File: src/rtl/zprize_mul_const_csd_seq.sv
// Iterative constant multiplier: out0 = in0 * CONST[sel] using elaboration-time NAF term ROMs,
// accumulating TPC signed shifted copies of in0 per RUN cycle behind valid/ready handshakes.
module zprize_mul_const_csd_seq #(
    parameter int            W         = 384,
    parameter int            CW        = 384,
    parameter int            NUM_CONST = 2,
    parameter logic [CW-1:0] CONST0    = '0,
    parameter logic [CW-1:0] CONST1    = '0,
    parameter int            TPC       = 6,
    parameter int            OUT_MODE  = 0,
    parameter int            M         = 32,
    localparam int           SW        = (NUM_CONST > 1) ? $clog2(NUM_CONST) : 1,
    localparam int           OW        = (OUT_MODE == 1) ? W : (OUT_MODE == 2) ? CW : W + CW
) (
    input  logic          clk,
    input  logic          rst,
    input  logic          in_valid,
    output logic          in_ready,
    input  logic [W-1:0]  in0,
    input  logic [SW-1:0] sel,
    input  logic [M-1:0]  m_i,
    output logic          out_valid,
    input  logic          out_ready,
    output logic [OW-1:0] out0,
    output logic [M-1:0]  m_o
);

    localparam int AW   = W + CW + 2;
    localparam int PW   = W + CW;
    localparam int SHW  = (CW > 0) ? $clog2(CW + 1) : 1;
    localparam int TIW  = SHW;
    localparam int CNTW = $clog2(CW + TPC + 2);

    typedef logic [CW:0][SHW-1:0] shtab_t;

    // NAF digits of c: digit i is bit i+1 of 3c minus bit i+1 of c.
    function automatic logic [CW:0] naf_mask(input logic [CW-1:0] c, input logic neg);
        logic [CW+1:0] x;
        logic [CW+1:0] x3;
        logic [CW+1:0] m;
        x  = {2'b00, c};
        x3 = x + (x << 1);
        m  = neg ? (~x3 & x) : (x3 & ~x);
        return m[CW+1:1];
    endfunction

    function automatic int popcnt(input logic [CW:0] v);
        int n;
        n = 0;
        for (int i = 0; i <= CW; i++) n += int'(v[i]);
        return n;
    endfunction

    // Compact the nonzero digit positions into a term list in ascending shift order.
    function automatic shtab_t pack_shift(input logic [CW:0] nz);
        shtab_t t;
        int     k;
        t = '0;
        k = 0;
        for (int i = 0; i <= CW; i++) begin
            if (nz[i]) begin
                t[k] = SHW'(i);
                k++;
            end
        end
        return t;
    endfunction

    function automatic logic [CW:0] pack_neg(input logic [CW:0] nz, input logic [CW:0] ng);
        logic [CW:0] t;
        int          k;
        t = '0;
        k = 0;
        for (int i = 0; i <= CW; i++) begin
            if (nz[i]) begin
                t[k] = ng[i];
                k++;
            end
        end
        return t;
    endfunction

    localparam logic [CW:0] NEGM0 = naf_mask(CONST0, 1'b1);
    localparam logic [CW:0] NZ0   = naf_mask(CONST0, 1'b0) | NEGM0;
    localparam int          N0    = popcnt(NZ0);
    localparam shtab_t      SH0   = pack_shift(NZ0);
    localparam logic [CW:0] NG0   = pack_neg(NZ0, NEGM0);

    localparam logic [CW:0] NEGM1 = naf_mask(CONST1, 1'b1);
    localparam logic [CW:0] NZ1   = naf_mask(CONST1, 1'b0) | NEGM1;
    localparam int          N1    = (NUM_CONST >= 2) ? popcnt(NZ1) : 0;
    localparam shtab_t      SH1   = pack_shift(NZ1);
    localparam logic [CW:0] NG1   = pack_neg(NZ1, NEGM1);

    typedef enum logic [1:0] {IDLE, RUN, DONE} state_t;

    state_t                state, state_d;
    logic [W-1:0]          in0_q;
    logic                  use1_q;
    logic [CNTW-1:0]       n_q, n_sel;
    logic [CNTW-1:0]       cnt, cnt_nxt;
    logic [M-1:0]          m_q;
    logic signed [AW-1:0]  acc, acc_nxt, sum, ext, term;
    logic [CNTW-1:0]       idx;
    logic [SHW-1:0]        sh;
    logic                  ng;
    logic                  last;
    logic [PW-1:0]         prod;
    logic [OW-1:0]         res;

    always_comb begin
        n_sel = '0;
        if (sel == '0)
            n_sel = CNTW'(N0);
        else if (NUM_CONST >= 2 && sel == SW'(1))
            n_sel = CNTW'(N1);
    end

    assign ext = $signed({{(AW - W){1'b0}}, in0_q});

    // TPC terms per cycle; indices past the term count contribute nothing.
    always_comb begin
        sum  = '0;
        idx  = '0;
        sh   = '0;
        ng   = 1'b0;
        term = '0;
        for (int j = 0; j < TPC; j++) begin
            idx  = cnt + CNTW'(j);
            sh   = use1_q ? SH1[idx[TIW-1:0]] : SH0[idx[TIW-1:0]];
            ng   = use1_q ? NG1[idx[TIW-1:0]] : NG0[idx[TIW-1:0]];
            term = ext <<< sh;
            if (idx < n_q)
                sum = ng ? sum - term : sum + term;
        end
    end

    assign acc_nxt = acc + sum;
    assign cnt_nxt = cnt + CNTW'(TPC);
    assign last    = (cnt_nxt >= n_q);
    assign prod    = acc_nxt[PW-1:0];

    generate
        if (OUT_MODE == 1) begin : g_low
            logic unused_hi;
            assign res       = prod[W-1:0];
            assign unused_hi = ^prod[PW-1:W];
        end else if (OUT_MODE == 2) begin : g_high
            logic unused_lo;
            assign res       = prod[PW-1:W];
            assign unused_lo = ^prod[W-1:0];
        end else begin : g_full
            assign res = prod;
        end
    endgenerate

    logic unused_acc;
    assign unused_acc = ^acc_nxt[AW-1:PW];

    always_ff @(posedge clk or posedge rst) begin
        if (rst) state <= IDLE;
        else     state <= state_d;
    end

    always_comb begin
        state_d   = state;
        in_ready  = 1'b0;
        out_valid = 1'b0;
        case (state)
            IDLE: begin
                in_ready = 1'b1;
                if (in_valid) state_d = RUN;
            end
            RUN:  if (last) state_d = DONE;
            DONE: begin
                out_valid = 1'b1;
                if (out_ready) state_d = IDLE;
            end
            default: state_d = IDLE;
        endcase
    end

    always_ff @(posedge clk or posedge rst) begin
        if (rst) begin
            in0_q  <= '0;
            use1_q <= 1'b0;
            n_q    <= '0;
            m_q    <= '0;
            acc    <= '0;
            cnt    <= '0;
            out0   <= '0;
            m_o    <= '0;
        end else begin
            case (state)
                IDLE: if (in_valid) begin
                    in0_q  <= in0;
                    use1_q <= (sel != '0);
                    n_q    <= n_sel;
                    m_q    <= m_i;
                    acc    <= '0;
                    cnt    <= '0;
                end
                RUN: begin
                    acc <= acc_nxt;
                    cnt <= cnt_nxt;
                    if (last) begin
                        out0 <= res;
                        m_o  <= m_q;
                    end
                end
                default: ;
            endcase
        end
    end

endmodule

File: config.mk
export PLATFORM = sky130hd
export DESIGN_NAME = zprize_mul_const_csd_seq
export DESIGN_NICKNAME = d
export VERILOG_FILES = /design/src/rtl/zprize_mul_const_csd_seq.sv
export SDC_FILE = /design/constraint.sdc
export NUM_CORES = 1
export LEC_CHECK = 0
export ABC_AREA = 0
export CAP_MARGIN = 20
export CORE_AREA = 2 2 474 476
export DETAILED_ROUTE_END_ITERATION = 6
export DIE_AREA = 0 0 476 478
export GPL_TIMING_DRIVEN = 0
export SKIP_CTS_REPAIR_TIMING = 1
export SLEW_MARGIN = 15
export SYNTH_ARGS = -nofsm -noshare
export SYNTH_HDL_FRONTEND = slang
export SYNTH_SLANG_ARGS = --single-unit
File: constraint.sdc
create_clock -name clk -period 2.2 [get_ports clk]
set_clock_uncertainty 0.2 [all_clocks]
set_input_delay 0.44 -clock clk [delete_from_list [all_inputs] [get_ports clk]]
set_output_delay 0.44 -clock clk [all_outputs]
set_load 0.01 [all_outputs]
==> flow_metrics.env <==
export IMPL_crit_path_end_kind="output pin"
export IMPL_required_ns=1.56
export IMPL_clock_latency_ns=0.38
export IMPL_synth_compound_area_frac=0.000606
export IMPL_yosysTopAreaCell="buf_4"
export IMPL_p_leak_nw=8.28
export IMPL_synth_main_ff_cell="dfrtp_1"
export IMPL_post_route_cells_drive_above_1_share=0.485
export IMPL_antenna_found_initial=11
export IMPL_max_freq_ghz=0.475
export IMPL_hold_violations=0
export IMPL_cap_violations=0
export IMPL_ys_ff_latch=66
export IMPL_num_io_pins=1223
export IMPL_ys_async_sr_fraction=1.00
export IMPL_grt_usage=0.0185
export IMPL_startpoint="m_o[19]$_DFFE_PP0N_"
export IMPL_dr_wl_met2_um=12100
export IMPL_grt_pass1_vias=4165
export IMPL_cts_root_buf="clkbuf_16"
export IMPL_critical_path_class="reg -> out"
export IMPL_cts_num_sinks=66
export IMPL_io_buffer_count=69
export IMPL_cts_clk_slew_worst_paths_ns=0.06
export IMPL_yosysMostFrequentCell="buf_4"
export IMPL_fin_ws_ns=0.0949
export IMPL_grt_overflow_total=0
export IMPL_fin_hold_ws_ns=0.256
export IMPL_peakVddDrop_uv=441
export IMPL_dr_max_layer_used="met5"
export IMPL_status="complete, no violations"
export IMPL_cts_tree="built"
export IMPL_syn2layout_area_growth_pct=93.0
export IMPL_initial_core_util=0.0370
export IMPL_synth_common_cells="buf_4, dfrtp_1, mux2_2, buf_6"
export IMPL_finalMaxSlewViolations=0
export IMPL_dr_total_vias=5627
export IMPL_rr_startpoint="state[0]$_DFFE_PP0P_"
export IMPL_yosysSeqAreaShare=0.200
export IMPL_tightestPinTransition_ns=0.599
export IMPL_synth_mux_area_frac=0.0872
export IMPL_syn_area_um2=8260
export IMPL_synth_fa_ha_area_frac=0
export IMPL_wire_per_inst_um=4.97
export IMPL_rows=174
export IMPL_met1_length_um=6690
export IMPL_synth_cell_type_count=12
export IMPL_finalCriticalPeriod_ns=2.11
export IMPL_die_h_um=478
export IMPL_slowest_stage="clkdlybuf4s50_1"
export IMPL_wl_met3_um=4200
export IMPL_coreArea_um2=223000
export IMPL_min_path_type="in -> async"
export IMPL_drt_pass1_iter_count=4
export IMPL_drc=0
export IMPL_power_w=0.00791
export IMPL_die_area_um2=228000
export IMPL_startpoint_type="flip-flop"
export IMPL_cts_buffers=9
export IMPL_synth_edff_count=0
export IMPL_ant_nets=0
export IMPL_dp_hpwl_um=22000
export IMPL_timing_final_crit_share=0.957
export IMPL_synth_top_family_by_area="buffers and inverters"
export IMPL_place_ws_ns=-0.299
export IMPL_first_iter_violations=82
export IMPL_tns_ns=0
export IMPL_cts_buffer_depth=2
export IMPL_gp_congestion=0.617
export IMPL_die_w_um=476
export IMPL_relSlewSlack=0.600
export IMPL_p_per_area_nw_per_um2=496
export IMPL_cpLargestDelayFamily="buffers and inverters"
export IMPL_rsz0062_at_grt="no"
export IMPL_ys_warn_count=0
export IMPL_crit_fanout=2
export IMPL_grt_max_degree=35
export IMPL_synthCells=913
export IMPL_avgSynthCellArea_um2=9.05
export IMPL_crit_chain="clkdlybuf4s50_1"
export IMPL_fin_util=0.0714
export IMPL_slowest_delay_ns=0.75
export IMPL_arrival_ns=1.47
export IMPL_via_per_inst=1.18
export IMPL_nets=2183
export IMPL_ys_top_cells_by_area="buf_4, dfrtp_1, mux2_2"
export IMPL_synth_xor_area_frac=0
export IMPL_htreeDepth=3
export IMPL_synth_top_area_frac=0.698
export IMPL_drt_wl_total_um=23700
export IMPL_grt_pass1_wl_um=28000
export IMPL_setup_violations=0
export IMPL_yosys_area_share_simple=0.00424
export IMPL_critPathBufInv=1
flip-flops by register name, indices dropped and copies added, names as in the netlist:
signal	flops
m_o	32
state	2
m_q	32
layer usage:
metal / vias up / track usage
li1: 2978 / -
met1: 1989 / 0.0148
met2: 631 / 0.0372
met3: 27 / 0.00665
met4: 2 / 0.0115
met5: - / 0
placed cells by master, fill, tap and decap left out:
master	netlist	routed
nand2b_1	2	2
clkinv_4	0	1
inv_6	0	1
nor2_1	1	1
inv_1	2	1
buf_6	6	6
clkinvlp_4	0	2
nor3b_4	1	1
clkinv_2	0	2
dlymetal6s2s_1	0	7
diode_2	0	1
bufinv_16	0	1
buf_2	1	1
clkbuf_8	0	1
mux2_2	62	62
clkdlybuf4s50_1	0	62
dfrtp_1	66	66
conb_1	1	768
buf_12	0	2
buf_4	768	768
clkbuf_16	0	9
o21ai_0	1	1
mux2_1	2	2
area by class of cell:
cell class / instances / area [um2]
flip-flops and latches: 66 / 1650
fillers: 26246 / 207000
multi-input cells: 837 / 3640
inverters: 2 / 11.3
clock buffers: 10 / 239
well taps: 2992 / 3740
plain buffers: 775 / 5840
repair buffers: 71 / 748
clock inverters: 6 / 65.1
diodes: 1 / 2.50
metrics by stage:
stage                     instances  instance area [um2]
after global routing           4760                15900
after detailed placement       4743                15600
final                          4760                15900
after global placement         4741                15600
after CTS                      4759                15900
after floorplan                1680                11100
power breakdown:
group	internal, W	switching (W)	total, W
sequential	0.00184	0.000324	0.00217
clock	0.000912	0.000694	0.00161
combinational	0.00219	0.00195	0.00414
worst paths after layout:
| check | endpoint | cells after the start | slack (ns) |
|---|---|---|---|
| setup / recovery | m_o[19] | 1 | 0.09 |
| hold / removal | m_o[18]$_DFFE_PP0N_ | 2 | 0.26 |
| setup reg to reg | m_q[26]$_DFFE_PP0P_ | 3 | 0.31 |
| hold reg to reg | m_q[17]$_DFFE_PP0P_ | 1 | 0.29 |
| max in group asynchronous | m_q[0]$_DFFE_PP0P_ | 4 | 0.79 |
| min in group clk | m_q[17]$_DFFE_PP0P_ | 1 | 0.29 |
cell families after synthesis:
kind of cell	Yosys count
mux	64
other cells	1
flops	66
compound gates	1
buf+inv	777
simple gates	4
No activity file was read; power rests on OpenSTA's default activity.
